**config.mk**
```make
export PLATFORM = sky130hd
export DESIGN_NAME = mouse_master_ctrl_flat
export DESIGN_NICKNAME = d
export VERILOG_FILES = /design/src/rtl/mouse_pkg.sv /design/src/rtl/mouse_if.sv /design/src/rtl/mouse_init_rom.sv /design/src/rtl/mouse_master_ctrl.sv /design/src/flat_wrapper.sv
export SDC_FILE = /design/constraint.sdc
export NUM_CORES = 1
export LEC_CHECK = 0
export ABC_AREA = 1
export CORE_MARGIN = 2
export CORE_UTILIZATION = 66
export CTS_CLUSTER_DIAMETER = 100
export DETAILED_ROUTE_END_ITERATION = 16
export DONT_BUFFER_PORTS = 1
export PLACE_DENSITY = 0.82
export SYNTH_ARGS = -nofsm -noshare
export SYNTH_HDL_FRONTEND = slang
export SYNTH_HIERARCHICAL = 1
export SYNTH_SLANG_ARGS = --single-unit
```
**constraint.sdc**
```tcl
create_clock -name CLK -period 4.1 [get_ports CLK]
set_clock_uncertainty 0.2 [all_clocks]
set_input_delay 0.41 -clock CLK [delete_from_list [all_inputs] [get_ports CLK]]
set_output_delay 0.41 -clock CLK [all_outputs]
set_load 0.03 [all_outputs]
```
**src/rtl/mouse_pkg.sv**
```systemverilog
// Shared types and PS/2 mouse protocol constants for the mouse master controller.
package mouse_pkg;

    typedef enum logic [3:0] {
        PWRUP, SEND, WAIT_ACK, WAIT_BAT, WAIT_BID, WAIT_ID, FAIL_CHK, STREAM, FAILED
    } state_t;

    localparam logic [7:0] CMD_RESET   = 8'hFF;
    localparam logic [7:0] CMD_SETRATE = 8'hF3;
    localparam logic [7:0] CMD_GETID   = 8'hF2;
    localparam logic [7:0] CMD_STREAM  = 8'hF4;
    localparam logic [7:0] RSP_ACK     = 8'hFA;
    localparam logic [7:0] RSP_BAT     = 8'hAA;
    localparam logic [7:0] ID_WHEEL    = 8'h03;

    // Index of the final byte of a movement packet (3 bytes, or 4 with a wheel).
    function automatic logic [1:0] pkt_last_idx(input logic wheel);
        return wheel ? 2'd3 : 2'd2;
    endfunction

endpackage

```
**src/rtl/mouse_if.sv**
```systemverilog
// Byte-level handshake between the mouse master FSM and the PS/2 tx/rx engines.
interface mouse_if;
    logic       SEND_BYTE;
    logic [7:0] BYTE_TO_SEND;
    logic       BYTE_SENT;
    logic       READ_ENABLE;
    logic [7:0] BYTE_READ;
    logic [1:0] BYTE_ERROR_CODE;
    logic       BYTE_READY;

    modport master (
        output SEND_BYTE, BYTE_TO_SEND, READ_ENABLE,
        input  BYTE_SENT, BYTE_READ, BYTE_ERROR_CODE, BYTE_READY
    );

    modport slave (
        input  SEND_BYTE, BYTE_TO_SEND, READ_ENABLE,
        output BYTE_SENT, BYTE_READ, BYTE_ERROR_CODE, BYTE_READY
    );
endinterface

```
**src/rtl/mouse_init_rom.sv**
```systemverilog
// Init command table: maps a sequence index to the command byte and its role flags.
module mouse_init_rom
    import mouse_pkg::*;
#(
    parameter int WHEEL_EN = 1
) (
    input  logic [3:0] idx_i,
    output logic [7:0] cmd_o,
    output logic       last_o,
    output logic       getid_o
);

    // Table lookup; any index past the table end resolves to the enable-streaming entry.
    always_comb begin
        cmd_o   = CMD_STREAM;
        last_o  = 1'b0;
        getid_o = 1'b0;
        if (WHEEL_EN != 0) begin
            case (idx_i)
                4'd0:    cmd_o = CMD_RESET;
                4'd1:    cmd_o = CMD_SETRATE;
                4'd2:    cmd_o = 8'hC8;
                4'd3:    cmd_o = CMD_SETRATE;
                4'd4:    cmd_o = 8'h64;
                4'd5:    cmd_o = CMD_SETRATE;
                4'd6:    cmd_o = 8'h50;
                4'd7: begin
                    cmd_o   = CMD_GETID;
                    getid_o = 1'b1;
                end
                default: last_o = 1'b1;
            endcase
        end else begin
            case (idx_i)
                4'd0:    cmd_o = CMD_RESET;
                default: last_o = 1'b1;
            endcase
        end
    end

endmodule

```
**src/rtl/mouse_master_ctrl.sv**
```systemverilog
// PS/2 mouse master: table-driven init with ACK timeouts and retries, then
// 3/4-byte packet assembly with sync checking and atomic publication.
module mouse_master_ctrl
    import mouse_pkg::*;
#(
    parameter int TIMEOUT_CYC = 1_000_000,
    parameter int MAX_RETRIES = 3,
    parameter int WHEEL_EN    = 1
) (
    input  logic        CLK,
    input  logic        RESET,
    mouse_if.master     ps2,
    output logic [7:0]  MOUSE_STATUS,
    output logic [7:0]  MOUSE_DX,
    output logic [7:0]  MOUSE_DY,
    output logic [3:0]  MOUSE_DZ,
    output logic        WHEEL_PRESENT,
    output logic        SEND_INTERRUPT,
    input  logic        INTERRUPT_ACK,
    output logic        INIT_FAIL,
    output logic [3:0]  current_state
);

    localparam logic [19:0] TMO_LAST  = 20'(TIMEOUT_CYC - 1);
    localparam logic [3:0]  RETRY_MAX = 4'(MAX_RETRIES);

    state_t      state_q, state_d;
    logic [3:0]  idx_q, idx_d;
    logic [3:0]  retry_q, retry_d;
    logic [1:0]  cnt_q, cnt_d;
    logic [19:0] tmo_q;
    logic [7:0]  sh0_q, sh0_d, sh1_q, sh1_d, sh2_q, sh2_d;
    logic [7:0]  status_q, status_d, dx_q, dx_d, dy_q, dy_d;
    logic [3:0]  dz_q, dz_d;
    logic        wheel_q, wheel_d;
    logic        int_q, int_d;
    logic        send_q, send_d;
    logic [7:0]  cmd_q, cmd_d;
    logic        rden_q, rden_d;
    logic        fail_q, fail_d;
    logic        publish_s;
    logic        tmo_hit_s;
    logic        rx_ok_s;
    logic        enter_send_s;
    logic [7:0]  cur_cmd_s, nxt_cmd_s;
    logic        cur_last_s, cur_getid_s, nxt_last_s, nxt_getid_s;
    logic        unused_s;

    // Flags for the entry being acknowledged; the command byte for the entry about to be sent.
    mouse_init_rom #(.WHEEL_EN(WHEEL_EN)) u_rom_cur (
        .idx_i(idx_q), .cmd_o(cur_cmd_s), .last_o(cur_last_s), .getid_o(cur_getid_s)
    );
    mouse_init_rom #(.WHEEL_EN(WHEEL_EN)) u_rom_nxt (
        .idx_i(idx_d), .cmd_o(nxt_cmd_s), .last_o(nxt_last_s), .getid_o(nxt_getid_s)
    );
    assign unused_s = ^{cur_cmd_s, nxt_last_s, nxt_getid_s};

    assign tmo_hit_s = (tmo_q >= TMO_LAST);
    assign rx_ok_s   = ps2.BYTE_READY && (ps2.BYTE_ERROR_CODE == 2'd0);

    // Next-state, init sequencing and packet assembly.
    always_comb begin
        state_d   = state_q;
        idx_d     = idx_q;
        retry_d   = retry_q;
        cnt_d     = cnt_q;
        wheel_d   = wheel_q;
        sh0_d     = sh0_q;
        sh1_d     = sh1_q;
        sh2_d     = sh2_q;
        status_d  = status_q;
        dx_d      = dx_q;
        dy_d      = dy_q;
        dz_d      = dz_q;
        publish_s = 1'b0;
        case (state_q)
            PWRUP: begin
                if (tmo_hit_s) begin
                    idx_d   = 4'd0;
                    state_d = SEND;
                end else begin
                    state_d = PWRUP;
                end
            end
            SEND: begin
                if (ps2.BYTE_SENT) state_d = WAIT_ACK;
                else               state_d = SEND;
            end
            WAIT_ACK: begin
                if (rx_ok_s && ps2.BYTE_READ == RSP_ACK) begin
                    if (idx_q == 4'd0) begin
                        state_d = WAIT_BAT;
                    end else if (cur_getid_s) begin
                        state_d = WAIT_ID;
                    end else if (cur_last_s) begin
                        state_d = STREAM;
                        retry_d = 4'd0;
                        cnt_d   = 2'd0;
                    end else begin
                        idx_d   = idx_q + 4'd1;
                        state_d = SEND;
                    end
                end else if (ps2.BYTE_READY || tmo_hit_s) begin
                    state_d = FAIL_CHK;
                end else begin
                    state_d = WAIT_ACK;
                end
            end
            // Self-test can take hundreds of milliseconds, so no timeout here.
            WAIT_BAT: begin
                if (rx_ok_s && ps2.BYTE_READ == RSP_BAT) state_d = WAIT_BID;
                else if (ps2.BYTE_READY)                 state_d = FAIL_CHK;
                else                                     state_d = WAIT_BAT;
            end
            WAIT_BID: begin
                if (rx_ok_s) begin
                    idx_d   = 4'd1;
                    state_d = SEND;
                end else if (ps2.BYTE_READY || tmo_hit_s) begin
                    state_d = FAIL_CHK;
                end else begin
                    state_d = WAIT_BID;
                end
            end
            WAIT_ID: begin
                if (rx_ok_s) begin
                    wheel_d = (ps2.BYTE_READ == ID_WHEEL);
                    idx_d   = idx_q + 4'd1;
                    state_d = SEND;
                end else if (ps2.BYTE_READY || tmo_hit_s) begin
                    state_d = FAIL_CHK;
                end else begin
                    state_d = WAIT_ID;
                end
            end
            FAIL_CHK: begin
                retry_d = retry_q + 4'd1;
                if (retry_d == RETRY_MAX) begin
                    state_d = FAILED;
                end else begin
                    idx_d   = 4'd0;
                    wheel_d = 1'b0;
                    state_d = SEND;
                end
            end
            STREAM: begin
                if (ps2.BYTE_READY && ps2.BYTE_ERROR_CODE != 2'd0) begin
                    cnt_d   = 2'd0;
                    idx_d   = 4'd0;
                    state_d = SEND;
                end else if (ps2.BYTE_READY) begin
                    if (cnt_q == 2'd0 && !ps2.BYTE_READ[3]) begin
                        cnt_d = 2'd0;
                    end else if (cnt_q == pkt_last_idx(wheel_q)) begin
                        status_d  = sh0_q;
                        dx_d      = sh1_q;
                        dy_d      = wheel_q ? sh2_q : ps2.BYTE_READ;
                        dz_d      = wheel_q ? ps2.BYTE_READ[3:0] : 4'h0;
                        publish_s = 1'b1;
                        cnt_d     = 2'd0;
                    end else begin
                        case (cnt_q)
                            2'd0:    sh0_d = ps2.BYTE_READ;
                            2'd1:    sh1_d = ps2.BYTE_READ;
                            default: sh2_d = ps2.BYTE_READ;
                        endcase
                        cnt_d = cnt_q + 2'd1;
                    end
                end else if (tmo_hit_s && cnt_q != 2'd0) begin
                    cnt_d = 2'd0;
                end else begin
                    cnt_d = cnt_q;
                end
            end
            FAILED:  state_d = FAILED;
            default: state_d = PWRUP;
        endcase
    end

    // Registered-output next values derived from the upcoming state.
    always_comb begin
        enter_send_s = (state_d == SEND) && (state_q != SEND);
        send_d       = enter_send_s;
        cmd_d        = enter_send_s ? nxt_cmd_s : cmd_q;
        rden_d       = !(state_d inside {SEND, FAILED, PWRUP});
        fail_d       = (state_d == FAILED);
        if (INTERRUPT_ACK)  int_d = 1'b0;
        else if (publish_s) int_d = 1'b1;
        else                int_d = int_q;
    end

    // Shared timeout counter: restarts on any state change or received byte, saturates.
    always_ff @(posedge CLK or negedge RESET) begin
        if (!RESET) begin
            tmo_q <= 20'd0;
        end else if (state_d != state_q || ps2.BYTE_READY) begin
            tmo_q <= 20'd0;
        end else if (tmo_q != 20'hF_FFFF) begin
            tmo_q <= tmo_q + 20'd1;
        end else begin
            tmo_q <= tmo_q;
        end
    end

    // FSM state, datapath registers and all registered outputs.
    always_ff @(posedge CLK or negedge RESET) begin
        if (!RESET) begin
            state_q  <= PWRUP;
            idx_q    <= 4'd0;
            retry_q  <= 4'd0;
            cnt_q    <= 2'd0;
            wheel_q  <= 1'b0;
            sh0_q    <= 8'h00;
            sh1_q    <= 8'h00;
            sh2_q    <= 8'h00;
            status_q <= 8'h00;
            dx_q     <= 8'h00;
            dy_q     <= 8'h00;
            dz_q     <= 4'h0;
            int_q    <= 1'b0;
            send_q   <= 1'b0;
            cmd_q    <= CMD_RESET;
            rden_q   <= 1'b0;
            fail_q   <= 1'b0;
        end else begin
            state_q  <= state_d;
            idx_q    <= idx_d;
            retry_q  <= retry_d;
            cnt_q    <= cnt_d;
            wheel_q  <= wheel_d;
            sh0_q    <= sh0_d;
            sh1_q    <= sh1_d;
            sh2_q    <= sh2_d;
            status_q <= status_d;
            dx_q     <= dx_d;
            dy_q     <= dy_d;
            dz_q     <= dz_d;
            int_q    <= int_d;
            send_q   <= send_d;
            cmd_q    <= cmd_d;
            rden_q   <= rden_d;
            fail_q   <= fail_d;
        end
    end

    assign ps2.SEND_BYTE    = send_q;
    assign ps2.BYTE_TO_SEND = cmd_q;
    assign ps2.READ_ENABLE  = rden_q;
    assign MOUSE_STATUS     = status_q;
    assign MOUSE_DX         = dx_q;
    assign MOUSE_DY         = dy_q;
    assign MOUSE_DZ         = dz_q;
    assign WHEEL_PRESENT    = wheel_q;
    assign SEND_INTERRUPT   = int_q;
    assign INIT_FAIL        = fail_q;
    assign current_state    = state_q;

endmodule

```
**src/flat_wrapper.sv**
```systemverilog
// flat-port wrapper written by rule: the top's interface ports become plain ports
module mouse_master_ctrl_flat import mouse_pkg::*;
#(
    parameter int TIMEOUT_CYC = 1_000_000,
    parameter int MAX_RETRIES = 3,
    parameter int WHEEL_EN    = 1
)
  (CLK, RESET, MOUSE_STATUS, MOUSE_DX, MOUSE_DY, MOUSE_DZ, WHEEL_PRESENT, SEND_INTERRUPT, INTERRUPT_ACK, INIT_FAIL, current_state, ps2_SEND_BYTE, ps2_BYTE_TO_SEND, ps2_READ_ENABLE, ps2_BYTE_SENT, ps2_BYTE_READ, ps2_BYTE_ERROR_CODE, ps2_BYTE_READY);
  mouse_if ps2_i ();
  input  logic CLK;
  input  logic RESET;
  output logic [7:0] MOUSE_STATUS;
  output logic [7:0] MOUSE_DX;
  output logic [7:0] MOUSE_DY;
  output logic [3:0] MOUSE_DZ;
  output logic WHEEL_PRESENT;
  output logic SEND_INTERRUPT;
  input  logic INTERRUPT_ACK;
  output logic INIT_FAIL;
  output logic [3:0] current_state;
  output wire logic [$bits(ps2_i.SEND_BYTE)-1:0] ps2_SEND_BYTE;
  output wire logic [$bits(ps2_i.BYTE_TO_SEND)-1:0] ps2_BYTE_TO_SEND;
  output wire logic [$bits(ps2_i.READ_ENABLE)-1:0] ps2_READ_ENABLE;
  input wire logic [$bits(ps2_i.BYTE_SENT)-1:0] ps2_BYTE_SENT;
  input wire logic [$bits(ps2_i.BYTE_READ)-1:0] ps2_BYTE_READ;
  input wire logic [$bits(ps2_i.BYTE_ERROR_CODE)-1:0] ps2_BYTE_ERROR_CODE;
  input wire logic [$bits(ps2_i.BYTE_READY)-1:0] ps2_BYTE_READY;
  assign ps2_SEND_BYTE = ps2_i.SEND_BYTE;
  assign ps2_BYTE_TO_SEND = ps2_i.BYTE_TO_SEND;
  assign ps2_READ_ENABLE = ps2_i.READ_ENABLE;
  assign ps2_i.BYTE_SENT = ps2_BYTE_SENT;
  assign ps2_i.BYTE_READ = ps2_BYTE_READ;
  assign ps2_i.BYTE_ERROR_CODE = ps2_BYTE_ERROR_CODE;
  assign ps2_i.BYTE_READY = ps2_BYTE_READY;
  mouse_master_ctrl #(.TIMEOUT_CYC(TIMEOUT_CYC), .MAX_RETRIES(MAX_RETRIES), .WHEEL_EN(WHEEL_EN)) u_core (.CLK(CLK), .RESET(RESET), .ps2(ps2_i), .MOUSE_STATUS(MOUSE_STATUS), .MOUSE_DX(MOUSE_DX), .MOUSE_DY(MOUSE_DY), .MOUSE_DZ(MOUSE_DZ), .WHEEL_PRESENT(WHEEL_PRESENT), .SEND_INTERRUPT(SEND_INTERRUPT), .INTERRUPT_ACK(INTERRUPT_ACK), .INIT_FAIL(INIT_FAIL), .current_state(current_state));
endmodule
```
Yosys cells after proc, flatten, opt, wreduce, memory -nomap -nowiden:

Cells that the tools add are included.

* add/sub/neg operators: 4
* bitwise logic cells: 4
* magnitude comparators: 1
* equal/unequal tests: 40
* reductions and logical operators: 35
* multiplexer cells: 58

Operators by type and width (number)
* $mux W4: 22
* $eq A4 B3 Y1 const B: 12
* $pmux W8 S6: 1
* $mux W20: 2
* $pmux W4 S9: 1
* $eq A4 B2 Y1 const B: 7
* $mux W2: 12
* $pmux W4 S6: 1
* $reduce_and A6 Y1: 4
* $add A20 B1 Y20 const B: 1
* $ge A20 B20 Y1 const B: 1
* $ne A20 B20 Y1 const B: 1
* $eq A4 B1 Y1 const B: 4
* $eq A8 B8 Y1 const B: 2
* $logic_not A4 Y1: 4
* $reduce_bool A2 Y1: 7
* $mux W1: 12
* $reduce_and A5 Y1: 2
* $mux W3: 3
* $add A4 B1 Y4 const B: 2
* $eq A4 B4 Y1 const B: 2
* $eq A8 B2 Y1 const B: 1
* $mux W8: 1
* $ne A2 B2 Y1 const B: 4
* other kinds (20): 33

* input bits: 15
* register bits after elaboration: 99

Depth between registers and ports, before layout:

Gate-level depths: netlist of the first run.

* depth in word-level cells: 10
* depth in mapped cells: 16
* gate-level depth less buffers: 16

Modules after synthesis:

The synthesis of the first run kept the hierarchy.

By module, submodules not included
* mouse_master_ctrl: cells an instance 575, area each 5014.8 µm², sequential area each 2487.4 µm², times used 1
* mouse_init_rom: cells an instance 19, area each 85.1 µm², sequential area each 0.0 µm², times used 2

Worst setup path after synthesis of the first run:

OpenSTA, ideal clock, no wires.

* path kind: reg-to-reg
* start: register u_core.state_q[0], in the netlist u_core/current_state[0]
* end: register u_core.cmd_q[0], in the netlist u_core/ps2.BYTE_TO_SEND[0]
* path buffers: 1
* clock period less this slack: 2.604 ns
* setup time: 0.075 ns
* setup slack: 1.496 ns
* data arrival time: 2.328 ns
* cell stages (with the launch flop): 16
* path through: dfrtp_1 > buf_4 > inv_1 > nor3_2 > nand2_1 > inv_1 > nor2_1 > and3_2 > nand3_4 > clkinv_4 > o21ai_0 > nand2_1 > nand3_1 > nand2_1 > nand2_1 > nand2_1

* elaborated cells on any way between the ends: 25
* classes of those cells: 17 x eq/ne; 4 x mux; 4 x reduce/logical

RTL lines
* from (decl): RTL line mouse_master_ctrl.sv:27 `state_t state_q, state_d;`
* from (signal assigned): RTL line mouse_master_ctrl.sv:226 `state_q <= state_d;`
* $eq A4 B4 Y1 (tied with other cells): RTL line mouse_master_ctrl.sv:76 `case (state_q)`
* $pmux W4 S9: RTL line mouse_master_ctrl.sv:76
* $eq A4 B1 Y1: RTL line mouse_master_ctrl.sv:182 `enter_send_s = (state_d == SEND) && (state_q != SEND);`
* $logic_and A1 B1 Y1 (*): RTL line mouse_master_ctrl.sv:182
* via u_core.enter_send_s: RTL line mouse_master_ctrl.sv:44 `logic enter_send_s;`
* to (signal assigned): RTL line mouse_master_ctrl.sv:240 `cmd_q <= cmd_d;`
* to (decl): RTL line mouse_master_ctrl.sv:38 `logic [7:0] cmd_q, cmd_d;`

The timed path passes the listed nets; every way through them passes the cells marked *.
A chain may end at the register's enable or synchronous reset.

Worst setup path after layout of the first run:

Same ends and word-level chain as after synthesis.

==> impl_metrics.yaml, run 1 <==
finish:
  final_common_cell: "nand2_1"
  final_nets: 621
  drive_gt1_share_pct: 16.3
  nFillCells: 584
  fin_util_pct: 71.1
  area_delta_synth_final_pct: 5.78
  final_cell_mix: "146 x nand2_1, 91 x dfrtp_1, 60 x inv_1, 52 x o21ai_0, 50 x nor2_1"
  antennaDiodeCount: 0
power_and_ir_drop:
  power_density_mw_per_mm2: 541
  switching_share_pct: 42.9
  seqPwrFrac_pct: 48.6
  comb_power_share_pct: 30.6
  p_total_mw: 2.93
  p_clk_share_pct: 20.8
  switchingPower_mw: 1.25
  irDropWorstVdd_v: 0.000476
  static-leakage-power_nw: 2.57
  p_int_mw: 1.67
grt:
  overflow: 0
  grt_pass1_wl_um: 18000
  antenna_found_initial: 0
  grt_pass1_vias: 3825
  grt_max_degree: 100
  grt_usage_pct: 26.7
timing:
  tightest_slew_ns: 0.649
  hold_viol_final: 0
  max-slew-margin-rel_pct: 56.7
  hold_ws_ns: 0.00873
  maxSlewViolCount: 0
  setup_violations: 0
  fin_crit_sh_pct: 80.1
  fin_ws_ns: 0.815
  final.min_clock_period_ns: 3.28
  rsz0062_at_grt: "false"
  tns_ns: 0
  fmax_mhz: 304
placed_design:
  gp_congestion: 0.972
  pre_cts_ws_ns: 0.917
  hpwl_um: 7440
  io_buffers: 0
routing:
  drc: 0
  routed_via_density: 5.62
  top_layer_used: "met4"
  wl_um: 10500
  detail-route-antenna-nets: 0
  wl_met2_um: 5130
  drt_iter0_markers: 250
  wl_met1_um: 4620
  detail_route.first_pass.iterations: 5
  num_vias: 3964
  route.met3.wl_um: 593
  route.detailed.wl_per_inst_um: 14.9
critical_path:
  startpoint_type: "flop"
  cp_max_fo: 10
  critPathRequiredTime_ns: 4.21
  cp-end-kind: "flop"
  critical_path_class: "reg2reg"
  critPathArrivalTime_ns: 3.39
floorplan:
  coreArea_mm2: 0.00761
  ios: 60
  dieArea_mm2: 0.00846
  rows: 32
  initial_core_util_pct: 67.2
  die_h_um: 92
  die_x_um: 92
clocking:
  ctsResizeCount: 0
  cts_max_path_buffers: 2
  clk_latency_ns: 0.37
  numCtsBuffers: 9
  htree_levels: 3
  root_buffer: "clkbuf_8"
  cts_sinks: 99
  cts_tree: "done"
  path_clk_slew_ns: 0.10
yosys:
  syn-num-nets: 620
  yosys_warnings: 6
  synth_area_per_cell_um2: 8.56
  synthCells: 597
  synth_area_mm2: 0.00511
hold_path:
  min_path_type: "in2reg"
run:
  maxCapViolCount: 0
outcome:
  outcome: "finished clean"
-- state kept, by name, summed over array words and instances (netlist names) --
register / count
u_core/ps2.BYTE_TO_SEND: 8
u_core/INIT_FAIL: 1
u_core/MOUSE_STATUS: 8
u_core/WHEEL_PRESENT: 1
u_core/ps2.READ_ENABLE: 1
u_core/idx_q: 4
u_core/retry_q: 4
u_core/sh1_q: 8
u_core/MOUSE_DY: 8
u_core/sh0_q: 8
u_core/ps2.SEND_BYTE: 1
u_core/MOUSE_DZ: 4
u_core/MOUSE_DX: 8
u_core/tmo_q: 20
u_core/SEND_INTERRUPT: 1
u_core/sh2_q: 8
u_core/cnt_q: 2
u_core/current_state: 4
-- final cells by class --
class | instances | area (um2) | area share (%)
clock buffers | 9 | 124 | 2.29
clock inverters | 7 | 71.3 | 1.32
inverters | 64 | 248 | 4.58
multi-input cells | 419 | 2280 | 42.2
flip-flops and latches | 99 | 2490 | 46.0
well taps | 102 | 128 | 2.36
repair buffers | 5 | 65.1 | 1.20
-- worst max-delay path, stage by stage, from the launching register on --
cell	delay (ns)
dfrtp_1	0.77
inv_1	0.24
nor3_2	0.31
nand2_1	0.14
inv_1	0.12
nor2_1	0.04
and3_2	0.23
nand3_4	0.12
clkinv_4	0.11
o21ai_0	0.47
nand2_1	0.15
nand3_1	0.11
nand2_1	0.06
nand2_1	0.07
nand2_1	0.05
-- power by group through the flow --
stage / clock [mW] / combinational (mW) / sequential [mW]
after floorplan: 0 / 0.735 / 1.40
after global placement: 0 / 0.821 / 1.43
after detailed placement: 0 / 0.857 / 1.44
after CTS: 0.622 / 0.892 / 1.42
after global routing: 0.664 / 1.03 / 1.45
final: 0.609 / 0.895 / 1.42
-- metal layers --
layer / global-route usage (%) / vias to the layer above
met5: 0 / -
met3: 6.41 / 15
met2: 43.9 / 105
li1: - / 1948
met4: 10.3 / 0
met1: 34.5 / 1896
-- final timing paths --
path / from / endpoint / slack, ns / cells past startpoint
setup / recovery: u_core/current_state[0]$_DFF_PN0_ / u_core/ps2.BYTE_TO_SEND[0]$_DFFE_PN1P_ / 0.82 / 14
hold / removal: ps2_BYTE_READ[1] / u_core/WHEEL_PRESENT$_DFFE_PN0P_ / 0.009 / 2
setup reg to reg: u_core/current_state[0]$_DFF_PN0_ / u_core/ps2.BYTE_TO_SEND[0]$_DFFE_PN1P_ / 0.82 / 14
hold reg to reg: u_core/sh0_q[3]$_DFFE_PN0P_ / u_core/sh0_q[3]$_DFFE_PN0P_ / 0.28 / 2
max in group asynchronous: RESET / u_core/ps2.BYTE_TO_SEND[7]$_DFFE_PN1P_ / 2.87 / 2
min in group asynchronous: RESET / u_core/sh0_q[1]$_DFFE_PN0P_ / 0.38 / 2
-- per-stage QoR --
| stage | instances | cell area (um2) |
|---|---|---|
| 6_report | 705 | 5410 |
| 5_1_grt | 705 | 5410 |
| 4_1_cts | 705 | 5410 |
| 3_5_place_dp | 685 | 5150 |
| 3_3_place_gp | 685 | 5150 |
| 2_1_floorplan | 597 | 5110 |
-- timing repair --
item | 4_1_cts | 5_1_grt
endpoints found under the hold margin | 101 | 0
setup buffers | 0 | 0
hold buffers | 4 | 0
endpoints found under the setup margin | 0 | 0
Power figures use the tool's default switching activity.
==> run 2: changes to the inputs <==
--- a/config.mk
+++ b/config.mk
@@ -7,11 +7,11 @@
 export LEC_CHECK = 0
 export ABC_AREA = 1
 export CORE_MARGIN = 2
-export CORE_UTILIZATION = 66
+export CORE_UTILIZATION = 64
 export CTS_CLUSTER_DIAMETER = 100
 export DETAILED_ROUTE_END_ITERATION = 16
 export DONT_BUFFER_PORTS = 1
-export PLACE_DENSITY = 0.82
+export PLACE_DENSITY = 0.8
 export SYNTH_ARGS = -nofsm -noshare
 export SYNTH_HDL_FRONTEND = slang
 export SYNTH_HIERARCHICAL = 1
==> constraint.sdc (replaced) <==
create_clock -name CLK -period 3.1 [get_ports CLK]
set_clock_uncertainty 0.2 [all_clocks]
set_input_delay 0.31 -clock CLK [delete_from_list [all_inputs] [get_ports CLK]]
set_output_delay 0.31 -clock CLK [all_outputs]
set_load 0.03 [all_outputs]
==> impl_metrics.yaml, run 2 (same netlist as run 1, synthesis figures left out) <==
clocking:
  cts_setup_buffers: 0
  cts_tree: "done"
  root_buffer: "clkbuf_8"
  htree_levels: 3
  cts_max_path_buffers: 2
  clk_latency_ns: 0.38
  cts_sinks: 99
  numCtsBuffers: 9
  path_clk_slew_ns: 0.11
power_and_ir_drop:
  switching_share_pct: 42.6
  switchingPower_mw: 1.67
  p_int_mw: 2.25
  irDropWorstVdd_v: 0.000526
  comb_power_share_pct: 32.0
  power_density_mw_per_mm2: 710
  seqPwrFrac_pct: 46.9
  p_clk_share_pct: 21.1
  static-leakage-power_nw: 2.63
floorplan:
  initial_core_util_pct: 66.1
  coreArea_mm2: 0.00773
  die_h_um: 93.4
  ios: 60
  die_x_um: 93.4
  rows: 32
  dieArea_mm2: 0.00872
finish:
  top_register: "u_core/tmo_q"
  final_nets: 632
  final_cell_mix: "146 x nand2_1, 91 x dfrtp_1, 60 x inv_1, 51 x o21ai_0, 50 x nor2_1"
  drive_gt1_share_pct: 16.8
  final_common_cell: "nand2_1"
  area_delta_synth_final_pct: 7.93
  antennaDiodeCount: 0
  largest_reg_flops: 20
placed_design:
  gp_congestion: 1.01
  hpwl_um: 7420
  io_buffers: 0
  pre_cts_ws_ns: 0.143
hold_path:
  min_path_type: "in2reg"
critical_path:
  critical_path_class: "reg2reg"
  cp-end-kind: "flop"
  crit_chain: "nand2_4, nor3_4, nand3_1, and3_2, nand3_4, clkinv_4, o21ai_1, nor2_1, inv_1, nand3_1, nand2_1, nand2_1"
  startpoint_type: "flop"
  cp_slowest_cell: "dfrtp_1"
  critPathArrivalTime_ns: 2.96
  cp_max_fo: 10
  max_stage_delay_ns: 0.65
  critPathRequiredTime_ns: 3.22
grt:
  overflow: 0
  antenna_found_initial: 0
  grt_pass1_vias: 3892
  grt_usage_pct: 26.2
  grt_max_degree: 100
  grt_pass1_wl_um: 18000
timing:
  fmax_mhz: 352
  rsz0062_at_grt: "false"
  fin_crit_sh_pct: 91.5
  hold_viol_final: 0
  tightest_slew_ns: 0.622
  tns_ns: 0
  fin_ws_ns: 0.263
  max-slew-margin-rel_pct: 58.4
  maxSlewViolCount: 0
  final.min_clock_period_ns: 2.84
  setup_violations: 0
outcome:
  outcome: "finished clean"
routing:
  num_vias: 4044
  drt_iter0_markers: 210
  detail_route.first_pass.iterations: 5
  routed_via_density: 5.65
  detail-route-antenna-nets: 0
  route.detailed.wl_per_inst_um: 14.8
  drc: 0
  wl_um: 10600
run:
  maxCapViolCount: 0
[run 2: cell count changes in the layout (fill, tap and decap cells not counted)]
cell	previous run	this run
o21ai_0	52	51
inv_8	2	3
dlygate4sd3_1	3	9
o21ai_1	3	4
nand3_2	3	2
buf_4	1	6
inv_6	1	2
nand3_4	1	2
clkinvlp_4	2	0
[run 2: final timing paths]
path | start | end | slack (ns) | cells past startpoint
min in group asynchronous | RESET | u_core/sh0_q[1]$_DFFE_PN0P_ | 0.30 | 2
min | ps2_BYTE_READ[2] | u_core/sh1_q[2]$_DFFE_PN0P_ | 0.02 | 2
max | u_core/current_state[2]$_DFF_PN0_ | u_core/ps2.BYTE_TO_SEND[4]$_DFFE_PN1P_ | 0.26 | 12
max in group asynchronous | RESET | u_core/ps2.BYTE_TO_SEND[1]$_DFFE_PN1P_ | 2.00 | 2
max reg2reg | u_core/current_state[2]$_DFF_PN0_ | u_core/ps2.BYTE_TO_SEND[4]$_DFFE_PN1P_ | 0.26 | 12
min reg2reg | u_core/sh0_q[3]$_DFFE_PN0P_ | u_core/sh0_q[3]$_DFFE_PN0P_ | 0.26 | 2
[run 2: critical path, delay by kind of cell (launching register included)]
kind / cells / cell delay (ns)
simple gates: 9 / 1.43
flops: 1 / 0.65
compound gates: 1 / 0.31
buf+inv: 2 / 0.20
[run 2: power groups by stage]
stage	clock [mW]	sequential [mW]	combinational (mW)
floorplan	0	1.85	0.972
global placement	0	1.85	1.15
detailed placement	0	1.86	1.19
CTS	0.854	1.84	1.23
global route	0.907	1.86	1.42
finish	0.827	1.83	1.25
[run 2: layout make-up]
| type | instances | area [um2] |
|---|---|---|
| Sequential cell | 99 | 2490 |
| Fill cell | 580 | 2210 |
| Timing Repair Buffer | 16 | 163 |
| Tap cell | 102 | 128 |
| Multi-Input combinational cell | 419 | 2290 |
| Clock buffer | 9 | 124 |
| Clock inverter | 7 | 76.3 |
| Inverter | 64 | 248 |
[run 2: per-layer routing]
| metal | routed length [um] | up-vias | global-route usage, % |
|---|---|---|---|
| met5 | 0 | - | 0 |
| met4 | 192 | 0 | 9.93 |
| met3 | 729 | 18 | 7.01 |
| met2 | 4990 | 131 | 42.4 |
| met1 | 4660 | 1924 | 33.8 |
| li1 | - | 1971 | - |
[run 2: stage by stage]
step	total power [mW]	area (um2)	instances	util, %	hold WS, ns
after floorplan	2.82	5110	597	-	-0.186
after global placement	3.01	5190	690	67.2	-0.183
after detailed placement	3.04	5190	690	67.2	-0.183
after CTS	3.92	5510	716	71.3	0.000592
after global routing	4.19	5520	716	71.4	0.0164
final	3.91	5520	716	71.4	0.0192
[run 2: repair_timing]
item	in CTS	in global routing
endpoints found under the hold margin	108	0
setup endpoints to repair	0	5
hold buffers	10	0
gates resized for setup	0	2
==> run 3: changes to the inputs <==
--- a/config.mk
+++ b/config.mk
@@ -14,5 +14,4 @@
 export PLACE_DENSITY = 0.8
 export SYNTH_ARGS = -nofsm -noshare
 export SYNTH_HDL_FRONTEND = slang
-export SYNTH_HIERARCHICAL = 1
 export SYNTH_SLANG_ARGS = --single-unit
==> impl_metrics.yaml, run 3 <==
outcome:
  outcome: "finished clean"
critical_path:
  reg2reg_depth: 17
  rr_endpoint: "u_core.tmo_q[19]$_DFFE_PN0P_"
  critPathRequiredTime_ns: 3.21
  cp_max_fo: 20
  r2r_slack_ns: 0.56
  cp-end-kind: "flop"
  critPathArrivalTime_ns: 2.65
  startpoint: "u_core.idx_q[0]$_DFF_PN0_"
  critical_path_class: "reg2reg"
  startpoint_type: "flop"
  r2r_start: "u_core.idx_q[0]$_DFF_PN0_"
placed_design:
  hpwl_um: 7630
  dp.cells: 754
  placedInstanceArea_mm2: 0.00540
  io_buffers: 0
  gp_congestion: 0.931
  pre_cts_ws_ns: 0.585
floorplan:
  coreArea_mm2: 0.00813
  dieArea_mm2: 0.00907
  die_x_um: 95.2
  die_h_um: 95.2
  ios: 60
  rows: 33
  initial_core_util_pct: 65.5
routing:
  route.detailed.wl_per_inst_um: 14.1
  drc: 0
  detail_route.first_pass.iterations: 4
  detail-route-antenna-nets: 0
  routed_via_density: 5.37
  wl_um: 11000
  num_vias: 4200
  drt_iter0_markers: 246
grt:
  grt_pass1_wl_um: 18200
  overflow: 0
  grt_max_degree: 99
  grt_usage_pct: 25.9
  grt_pass1_vias: 4042
  antenna_found_initial: 0
yosys:
  yosysSeqAreaShare_pct: 46.2
  yosysTopAreaCell: "dfrtp_1"
  synth_cell_types: 42
  async_flop_share_pct: 100
  synth.most_common_cell: "nand2_1"
  synth_area_per_cell_um2: 8.07
  yosys_warnings: 0
  synthCells: 660
  ys.flop_type: "dfrtp_1"
  synth_top_area_share_pct: 42.8
  syn-num-nets: 685
  ys_ff_latch: 98
  synth_area_mm2: 0.00533
  ys_top_cells_by_count: "208 x nand2_1, 91 x dfrtp_1, 50 x inv_1, 50 x nor2_1, 32 x nor2_2"
  synth_edf_count: 0
  yosys-top-cells-area: "dfrtp_1 43%, nand2_1 15%, nor2_2 3.8%"
run:
  maxCapViolCount: 0
power_and_ir_drop:
  power_density_mw_per_mm2: 688
  static-leakage-power_nw: 2.80
  irDropWorstVdd_v: 0.000605
clocking:
  clk_latency_ns: 0.37
  path_clk_slew_ns: 0.11
  cts_sinks: 98
  hold_buffers: 12
  ctsResizeCount: 0
  cts_setup_buffers: 0
  cts_tree: "done"
  htree_levels: 3
  root_buffer: "clkbuf_8"
  cts_max_path_buffers: 2
  numCtsBuffers: 9
finish:
  top_register: "u_core.tmo_q"
  postLayoutCellArea_mm2: 0.00575
  fin_util_pct: 70.7
  final_nets: 697
  final_cells: 782
  drive_gt1_share_pct: 20.1
  area_delta_synth_final_pct: 7.96
  final_common_cell: "nand2_1"
  largest_reg_flops: 20
  final_cell_mix: "208 x nand2_1, 91 x dfrtp_1, 50 x inv_1, 50 x nor2_1, 32 x nor2_2"
  antennaDiodeCount: 0
timing:
  tns_ns: 0
  fmax_mhz: 394
  max-slew-margin-rel_pct: 49.8
  maxSlewViolCount: 0
  rsz0062_at_grt: "false"
  fin_ws_ns: 0.562
  final.min_clock_period_ns: 2.54
  hold_viol_final: 0
  setup_violations: 0
  tightest_slew_ns: 0.753
  fin_crit_sh_pct: 81.9
hold_path:
  min_path_type: "in2reg"
  min_path_cells: 2
  whs_endpoint: "u_core.sh1_q[6]$_DFFE_PN0P_"
  hp-start: "ps2_BYTE_READ[6]"
-- run 3: report_power, final --
| part | internal (mW) | total (mW) | switching [mW] |
|---|---|---|---|
| combinational | 0.408 | 1.30 | 0.897 |
| sequential | 1.46 | 1.76 | 0.303 |
| clock | 0.397 | 0.890 | 0.493 |
-- run 3: how the worst max path moves through the flow --
stage	to	slack, ns	depth (start not counted)
2_1_floorplan	u_core.tmo_q[19]$_DFFE_PN0P_	0.95	17
3_3_place_gp	u_core.tmo_q[19]$_DFFE_PN0P_	0.63	13
3_5_place_dp	u_core.tmo_q[19]$_DFFE_PN0P_	0.59	17
4_1_cts	u_core.tmo_q[19]$_DFFE_PN0P_	0.56	17
5_1_grt	u_core.tmo_q[19]$_DFFE_PN0P_	0.30	17
6_report	u_core.tmo_q[19]$_DFFE_PN0P_	0.56	17
-- run 3: per-stage QoR --
step	power, mW	hold WS [ns]
after CTS	3.97	0.000201
after floorplan	2.83	-0.186
after global placement	3.00	-0.183
final	3.95	0.0107
after detailed placement	3.04	-0.183
after global routing	4.21	0.0121
-- run 3: metal layers --
layer  share of wire [%]  wire length (um)  global-route usage [%]  up-vias
li1                    -                 -                       -     2091
met1                  45              4950                    34.0     1965
met2                  48              5240                    42.5      120
met3                 5.1               562                    4.27       24
met4                 2.3               250                    11.1        0
met5                   0                 0                       0        -
-- run 3: worst max-delay path, cell delays in order, from the launching register on --
cell     delay [ns]
dfrtp_1        0.46
inv_1          0.13
ha_1           0.26
inv_1          0.06
nand2_1        0.04
nand2_1        0.07
nand2_1        0.05
nand2_1        0.08
nand2_1        0.07
nand2_1        0.10
nand2_2        0.07
nand2_1        0.07
nand2_1        0.06
nand2_2        0.10
xor2_1         0.20
nand3_2        0.09
buf_4          0.24
nor2_2         0.13
-- run 3: cells by family (layout without fill, tap and decap cells) --
| kind of cell | after synthesis | after routing | share of synthesized area [%] |
|---|---|---|---|
| other | 1 | 1 | 0.0704 |
| DFF | 98 | 98 | 46.2 |
| and+or+nand+nor | 371 | 371 | 33.9 |
| xor gates and xnor gates | 15 | 15 | 2.47 |
| buffers and inverters | 89 | 106 | 6.93 |
| AOI/OAI and AO/OA | 76 | 76 | 8.08 |
| adders and majority gates | 10 | 10 | 2.35 |
-- run 3: final cells by class --
type,count,area (um2)
Clock buffer,9,124
Clock inverter,7,93.8
Fill cell,640,2380
Inverter,75,284
Multi-Input combinational cell,473,2500
Sequential cell,98,2460
Tap cell,105,131
Timing Repair Buffer,15,160
